### src/rtl/adc_frame_scheduler.sv
// ADS8528 frame scheduler: periodic conversion requests, per-word channel/frame tagging,
// and a show-ahead output FIFO with valid/ready backpressure plus drop/error status.
`timescale 1ns/1ps
module adc_frame_scheduler #(
  parameter int NUM_CH     = 8,
  parameter int DATA_W     = 16,
  parameter int SAMPLE_DIV = 1000,
  parameter int TIMEOUT    = 255,
  parameter int FIFO_DEPTH = 16,
  localparam int CH_W      = $clog2(NUM_CH)
) (
  input  logic              clk,
  input  logic              aresetn,
  input  logic              enable,
  output logic              conv_req,
  input  logic              adc_busy,
  input  logic              s_valid,
  input  logic [DATA_W-1:0] s_data,
  output logic              m_valid,
  input  logic              m_ready,
  output logic [DATA_W-1:0] m_data,
  output logic [CH_W-1:0]   m_chan,
  output logic              m_last,
  output logic [7:0]        m_frame,
  output logic [15:0]       drop_count,
  output logic              err_timeout,
  output logic              err_spurious,
  input  logic              clear_err
);

  localparam int DIV_W  = $clog2(SAMPLE_DIV);
  localparam int TO_W   = $clog2(TIMEOUT + 1);
  localparam int ADDR_W = $clog2(FIFO_DEPTH);
  localparam int CNT_W  = ADDR_W + 1;
  localparam int WORD_W = 8 + 1 + CH_W + DATA_W;

  typedef enum logic [1:0] {
    S_IDLE,
    S_ARM,
    S_WAIT_BUSY,
    S_COLLECT
  } state_t;

  state_t              r_state;
  state_t              w_state_next;
  logic [DIV_W-1:0]    r_tick_cnt;
  logic [TO_W-1:0]     r_wait;
  logic [CH_W-1:0]     r_chan;
  logic [7:0]          r_frame;
  logic [15:0]         r_drop_count;
  logic                r_err_timeout;
  logic                r_err_spurious;
  logic [CNT_W-1:0]    r_count;
  logic [ADDR_W-1:0]   r_wr_ptr;
  logic [ADDR_W-1:0]   r_rd_ptr;
  logic [WORD_W-1:0]   r_mem [FIFO_DEPTH];

  logic                w_tick;
  logic                w_room;
  logic                w_timeout;
  logic                w_chan_last;
  logic                w_push;
  logic                w_pop;
  logic                w_frame_done;
  logic                w_abort;
  logic                w_drop;
  logic                w_spurious;
  logic [WORD_W-1:0]   w_push_word;

  // Sample-rate tick: counter parks at 0 while disabled.
  assign w_tick = enable && (r_tick_cnt == DIV_W'(SAMPLE_DIV - 1));

  always_ff @(posedge clk or negedge aresetn) begin
    if (!aresetn) begin
      r_tick_cnt <= '0;
    end else if (!enable || w_tick) begin
      r_tick_cnt <= '0;
    end else begin
      r_tick_cnt <= r_tick_cnt + 1'b1;
    end
  end

  assign w_room      = r_count <= CNT_W'(FIFO_DEPTH - NUM_CH);
  assign w_timeout   = r_wait == TO_W'(TIMEOUT - 1);
  assign w_chan_last = r_chan == CH_W'(NUM_CH - 1);

  always_comb begin
    w_state_next = r_state;
    w_push       = 1'b0;
    w_frame_done = 1'b0;
    w_abort      = 1'b0;
    case (r_state)
      S_IDLE: begin
        if (w_tick && w_room) begin
          w_state_next = S_ARM;
        end
      end
      S_ARM: begin
        if (adc_busy) begin
          w_state_next = S_WAIT_BUSY;
        end else if (w_timeout) begin
          w_abort = 1'b1;
        end
      end
      S_WAIT_BUSY: begin
        if (!adc_busy) begin
          w_state_next = S_COLLECT;
        end else if (w_timeout) begin
          w_abort = 1'b1;
        end
      end
      S_COLLECT: begin
        w_push = s_valid;
        if (s_valid && w_chan_last) begin
          w_frame_done = 1'b1;
          w_state_next = S_IDLE;
        end else if (w_timeout) begin
          w_abort = 1'b1;
        end
      end
      default: begin
        w_state_next = S_IDLE;
      end
    endcase
    if (w_abort) begin
      w_state_next = S_IDLE;
    end
  end

  always_ff @(posedge clk or negedge aresetn) begin
    if (!aresetn) begin
      r_state <= S_IDLE;
      r_wait  <= '0;
    end else begin
      r_state <= w_state_next;
      if (w_state_next != r_state) begin
        r_wait <= '0;
      end else if (r_state != S_IDLE) begin
        r_wait <= r_wait + 1'b1;
      end
    end
  end

  always_ff @(posedge clk or negedge aresetn) begin
    if (!aresetn) begin
      r_chan  <= '0;
      r_frame <= '0;
    end else begin
      if (r_state == S_WAIT_BUSY && w_state_next == S_COLLECT) begin
        r_chan <= '0;
      end else if (w_push) begin
        r_chan <= r_chan + 1'b1;
      end
      if (w_frame_done || w_abort) begin
        r_frame <= r_frame + 8'd1;
      end
    end
  end

  // Ticks are never queued: one arriving mid-frame or without room for a whole frame is lost.
  assign w_drop     = w_tick && ((r_state != S_IDLE) || !w_room);
  assign w_spurious = s_valid && (r_state != S_COLLECT);

  always_ff @(posedge clk or negedge aresetn) begin
    if (!aresetn) begin
      r_drop_count   <= '0;
      r_err_timeout  <= 1'b0;
      r_err_spurious <= 1'b0;
    end else begin
      if (w_drop) begin
        if (clear_err) begin
          r_drop_count <= 16'd1;
        end else if (r_drop_count != 16'hFFFF) begin
          r_drop_count <= r_drop_count + 16'd1;
        end
      end else if (clear_err) begin
        r_drop_count <= '0;
      end
      if (w_abort) begin
        r_err_timeout <= 1'b1;
      end else if (clear_err) begin
        r_err_timeout <= 1'b0;
      end
      if (w_spurious) begin
        r_err_spurious <= 1'b1;
      end else if (clear_err) begin
        r_err_spurious <= 1'b0;
      end
    end
  end

  // Output FIFO: show-ahead, head word read straight from the array.
  assign w_push_word = {r_frame, w_chan_last, r_chan, s_data};
  assign w_pop       = (r_count != '0) && m_ready;

  always_ff @(posedge clk) begin
    if (w_push) begin
      r_mem[r_wr_ptr] <= w_push_word;
    end
  end

  always_ff @(posedge clk or negedge aresetn) begin
    if (!aresetn) begin
      r_wr_ptr <= '0;
      r_rd_ptr <= '0;
      r_count  <= '0;
    end else begin
      if (w_push) begin
        r_wr_ptr <= r_wr_ptr + 1'b1;
      end
      if (w_pop) begin
        r_rd_ptr <= r_rd_ptr + 1'b1;
      end
      if (w_push && !w_pop) begin
        r_count <= r_count + 1'b1;
      end else if (!w_push && w_pop) begin
        r_count <= r_count - 1'b1;
      end
    end
  end

  assign {m_frame, m_last, m_chan, m_data} = r_mem[r_rd_ptr];
  assign m_valid      = r_count != '0;
  assign conv_req     = r_state == S_ARM;
  assign drop_count   = r_drop_count;
  assign err_timeout  = r_err_timeout;
  assign err_spurious = r_err_spurious;

endmodule

### config.mk
export PLATFORM = sky130hd
export DESIGN_NAME = adc_frame_scheduler
export DESIGN_NICKNAME = d
export VERILOG_FILES = /design/src/rtl/adc_frame_scheduler.sv
export SDC_FILE = /design/constraint.sdc
export NUM_CORES = 1
export LEC_CHECK = 0
export ABC_AREA = 0
export CORE_MARGIN = 1
export CORE_UTILIZATION = 35
export CTS_CLUSTER_SIZE = 12
export DETAILED_ROUTE_END_ITERATION = 8
export SYNTH_ARGS = -nofsm -noshare
export SYNTH_HDL_FRONTEND = slang
export SYNTH_SLANG_ARGS = --single-unit
export TNS_END_PERCENT = 1
### constraint.sdc
create_clock -name clk -period 7.05 [get_ports clk]
set_input_delay 1.0575 -clock clk [delete_from_list [all_inputs] [get_ports clk]]
set_output_delay 1.0575 -clock clk [all_outputs]
set_load 0.02 [all_outputs]
After elaboration in Yosys (flattened, before gate mapping)

Memory sizes are Yosys's and may differ from the RTL's.
Cells that the tools add are included.

Register bits: 62
Latch bits: 0
RAM bits: 448
Bits in read-only memories: 0
Input bits: 23
Output and inout bits: 48
Word-level logic and storage cells: 89
Memories kept: 1

Add/subtract/negate cells: 9
Multiply operators: 0
Divide/modulo/power cells: 0
Order comparisons: 1
Equal/unequal tests: 10
Shifts and indexed selects: 0
Mux-type cells: 30
Bitwise operators: 0
Reductions and logical operators: 27

Memories:

| name  | depth | bits a word | rd ports | clocked after Yosys merged registers in | write ports | RTL line | RTL |
|---|---|---|---|---|---|---|---|
| r_mem | 16    | 28          | 1        | 0                                       | 1           | 56       | `logic [WORD_W-1:0] r_mem [FIFO_DEPTH];` |

Operator list:

| kind                                                           | number |
|---|---|
| 2-to-1 mux 16 bit                                              | 4 |
| adder 16 x 1 -> 16 bit, second input constant                  | 1 |
| adder 8 x 1 -> 8 bit, second input constant                    | 2 |
| 2-to-1 mux 8 bit                                               | 2 |
| inequality test 16 bit, second input constant                  | 1 |
| nonzero test 2 bit                                             | 8 |
| 2-to-1 mux 1 bit                                               | 12 |
| adder 10 x 1 -> 10 bit, second input constant                  | 1 |
| == test 10 bit, second input constant                          | 1 |
| 2-to-1 mux 10 bit                                              | 1 |
| 2-to-1 mux 2 bit                                               | 5 |
| 2-to-1 mux 5 bit                                               | 2 |
| logical AND 1 bit                                              | 9 |
| adder 4 x 1 -> 4 bit, second input constant                    | 2 |
| == test 8 bit, second input constant                           | 1 |
| one-hot mux 2 bit (4 select lines)                             | 1 |
| == test 2 bit, second input constant                           | 3 |
| 2-to-1 mux 3 bit                                               | 2 |
| adder 5 x 1 -> 5 bit, second input constant                    | 1 |
| less-or-equal comparator 5 x 4 -> 1 bit, second input constant | 1 |
| nonzero test 5 bit                                             | 1 |
| subtractor 5 x 1 -> 5 bit, second input constant               | 1 |
| logical NOT 1 bit                                              | 4 |
| adder 3 x 1 -> 3 bit, second input constant                    | 1 |
| 8 further kinds                                                | 10 |

Depth between registers and ports, before layout

Depth after elaboration: 9
Depth in mapped cells: 11
Gate-level depth less buffers: 11

Worst setup path before layout

OpenSTA, ideal clock, no wires.

Path type: input port to flip-flop
Start point: input port s_valid
End point: memory r_mem[3][0] (netlist bit), enable pin
Library setup time: 0.448 ns
Data arrival time: 3.839 ns
Data required time: 6.602 ns
Slack: 2.763 ns
Stages on the path: 5
Path buffers: 2
Cells stage by stage: buf_1 > and3_1 > clkbuf_1 > nand2_1 > nor3_1

Word-level cells in the longest chain between the ends: 3

RTL lines:

| element                                | RTL line | RTL |
|---|---|---|
| start, declared                        | 17       | `input logic s_valid,` |
| 2-to-1 mux 1 bit                       | 92       | `case (r_state)` |
| named net w_push                       | 62       | `logic w_push;` |
| 2-to-1 mux 1 bit                       | 197      | `if (w_push) begin` |
| 2-to-1 mux 1 bit (not written as such) | 198      | `r_mem[r_wr_ptr] <= w_push_word;` |
| end, declared                          | 56       |  |

The timed path passes the listed nets, and every way through them passes these cells.

Worst setup path in the final report

Start point: register r_rd_ptr[0]
End point: output port m_frame[0]

Word-level cells in the longest chain between the ends: 1

RTL lines:

| element                   | RTL line | RTL |
|---|---|---|
| start, declared           | 55       | `logic [ADDR_W-1:0] r_rd_ptr;` |
| start signal, assigned    | 212      | `r_rd_ptr <= r_rd_ptr + 1'b1;` |
| memory read (16 x 28 bit) | n/a      |  |
| end, declared             | 24       | `output logic [7:0] m_frame,` |

No other way between the ends.

==> out/results.txt <==
CP max FO = 52
Top post-synthesis cells by area = edfxtp_1, mux4_2, dfrtp_1
Setup crit end kind = output pin
HP Start = r_tick_cnt[0]
CP max stage delay = 1.16 ns
Top Family by Delay on Critical Path = flip-flops
Initial Util = 35.6%
CP most frequent cell = mux4_2
Boundary pin count = 71
Fmax = 202 MHz
Max layer used = met4
Leak pwr = 7.99 nW
Iter 0 DRT Violations = 721
Unique masters post-synth = 54
Syn_area_per_cell = 20.9 um^2
Setup crit start kind = register
# rows = 87
Count leader, synth = edfxtp_1
Drt pass-1 iters = 4
Final hold violation count = 0
Clock sink count = 510
Post-route clock period utilization = 70.4%
Seq/Total Area, Yosys = 74.5%
Fraction of registers with async set/reset = 12.2%
End point of the worst hold path = r_tick_cnt[0]
Post-synthesis cell count = 963
Via count = 9475
Total track usage = 14.7%
Flops & latches, synth = 510
Synth warn = 0
Total power = 5.98 mW
Outcome = complete, no violations
# Post-CTS Setup Buffers = 0
Slew @ Worst Pin = 1.13 ns
CTS Buffer Depth = 3
Detailed Route WL = 42300 um
Net Count, Synth = 1003
Max Slew Vio Count = 0
H-tree depth = 2
Commonest cells in the netlist = edfxtp_1, mux4_2, dfrtp_1
Number of standard cells in the layout, taps in and fillers out = 1865
Root Driver = clkbuf_16
Layout cell share with drive strength beyond 1 = 24.1%
Core Util, Final = 41.5%
Post-synth top area cell = edfxtp_1
Area Overhead vs Synth = 16.7%
Final setup fails = 0
Latest clock arrival within the worst-skew pair = 0.60 ns
GPL Wtd Cong = 0.716
Post-Route M1 WL = 18400 um
First-pass GRT wire length = 64300 um
TNS Setup = 0 ns
Top FF cell, synth = edfxtp_1
Buffers on Ports = 70
Highest-delay cell along the critical path = dfrtp_4
Die Ht = 242 um
CP arrival = 3.90 ns
Vias in the first global route = 10.2k
Initial antenna violation count = 0
Met2 WL post-DR = 20700 um
Number of antenna diodes = 0
Core area = 56600 um^2
Worst setup path class = register to output pin
Reg2Reg Setup Slack = 3.95 ns
Final ANT Viol Nets = 0
FF-to-FF End = r_count[4]
Req. time, crit path = 5.99 ns
RSZ-0062 raised after global routing = no
Grt total ovfl = 0
R2r startpoint = r_count[0]
WP buf/inv = 2
DR DRC count = 0
Fillers = 4974
Cell Area, Synth = 20200 um^2
Vias per cell = 5.08
Hold Path Stages = 1
Cts hold-fix bufs = 0
Area of the multi-input gates = 4970 um^2
Max VDD drop = 0.181 mV
Routed len/inst = 22.7 um
Period minus WS final = 4.96 ns
CP Cell Sequence = buf_12, mux4_2, mux4_2, clkdlybuf4s50_1
Die X = 242 um
TritonCTS clock tree = built
Post-synth EDFFs = 448
Hold WS = 0.477 ns
WL met3 = 2460 um
Slew headroom = 24.8%
Die ar. = 58500 um^2
Reg area = 15000 um^2
Post-synth top area share = 66.8%
CTS buffer count = 53
Post-Route Skew = 0.0337 ns
Post-CTS resize count = 0
Worst Hold Class = register to register
Placed cells = 1768
Largest net degree at the start of global routing = 63
Pwr per Cell Area = 254 nW/um^2
R2R depth = 11
Dpl hpwl = 21800 um
MaxCap Viol Count = 0
Clock transition at path regs = 0.06 ns
Nets = 1107
## per-stage QoR
| stage | instance area, um^2 | setup slack [ns] |
|---|---|---|
| global route | 23500 | 1.77 |
| floorplan | 20200 | 2.76 |
| finish | 23500 | 2.09 |
| global placement | 21900 | 2.59 |
| detailed placement | 21900 | 2.57 |
| CTS | 23500 | 1.92 |
## routing by layer
metal	global-route usage, %	vias to the layer above
met3	3.63	63
met1	19.5	5029
met4	3.67	0
met5	0	-
li1	-	4146
met2	24.2	237
## worst max-delay path by stage
stage	start	endpoint	cells past startpoint
6_report	r_rd_ptr[0]	m_frame[0]	4
5_1_grt	r_rd_ptr[0]	m_frame[0]	4
4_1_cts	r_rd_ptr[0]	m_frame[0]	4
3_5_place_dp	r_rd_ptr[0]	m_frame[0]	4
3_3_place_gp	r_rd_ptr[0]	m_frame[0]	4
2_1_floorplan	s_valid	r_mem[3][0]	5
## cells in the final DEF (no fill, tap or decap), types with 4 or more instances in the layout
master	Yosys	final
clkbuf_1	20	19
buf_4	5	21
or3_1	10	10
o21ai_1	6	6
inv_1	16	16
nand4_1	11	11
xor2_1	16	16
o21ai_0	10	10
dfrtp_1	62	58
clkbuf_16	0	53
nor2_4	0	12
a22o_1	4	4
clkbuf_8	1	5
a21oi_1	16	16
ha_1	16	16
clkdlybuf4s50_1	0	69
nand3_1	12	12
mux2i_1	4	4
nor2_1	47	35
mux4_2	140	140
clkinv_1	0	11
nor3_2	0	4
and2_1	4	4
nand2_1	29	29
edfxtp_1	448	448
and3_1	6	6
xnor2_1	18	18
## state kept, by name, indices dropped and copies added (netlist names)
register,flops
drop_count,16
err_spurious,1
err_timeout,1
r_chan,3
r_count,5
r_frame,8
r_mem,448
r_rd_ptr,4
r_state,2
r_tick_cnt,10
r_wait,8
r_wr_ptr,4
## cell families after synthesis
family          count (synthesis)  share of synthesized area (%)
flops                         510                           74.5
mux                           148                           16.1
simple gates                  146                           3.81
buf+inv                        59                           1.41
compound gates                 49                           1.69
xor+xnor                       34                           1.48
fa+ha+maj                      17                           1.09
## layout make-up
cell class              instances  area share, %
well taps                     756           4.02
repair buffers                 92           3.71
multi-input cells             394           21.1
clock buffers                  77           6.24
clock inverters                20          0.782
inverters                      16          0.255
flip-flops and latches        510           63.8
## power breakdown
part | leakage, nW | switching [mW] | total (mW) | internal, mW
sequential | 5.34 | 0.00185 | 3.27 | 3.27
clock | 0.799 | 1.14 | 2.66 | 1.52
combinational | 1.86 | 0.0326 | 0.0466 | 0.0140
total | 7.99 | 1.18 | 5.98 | 4.80
No activity file was read; power rests on OpenSTA's default activity.
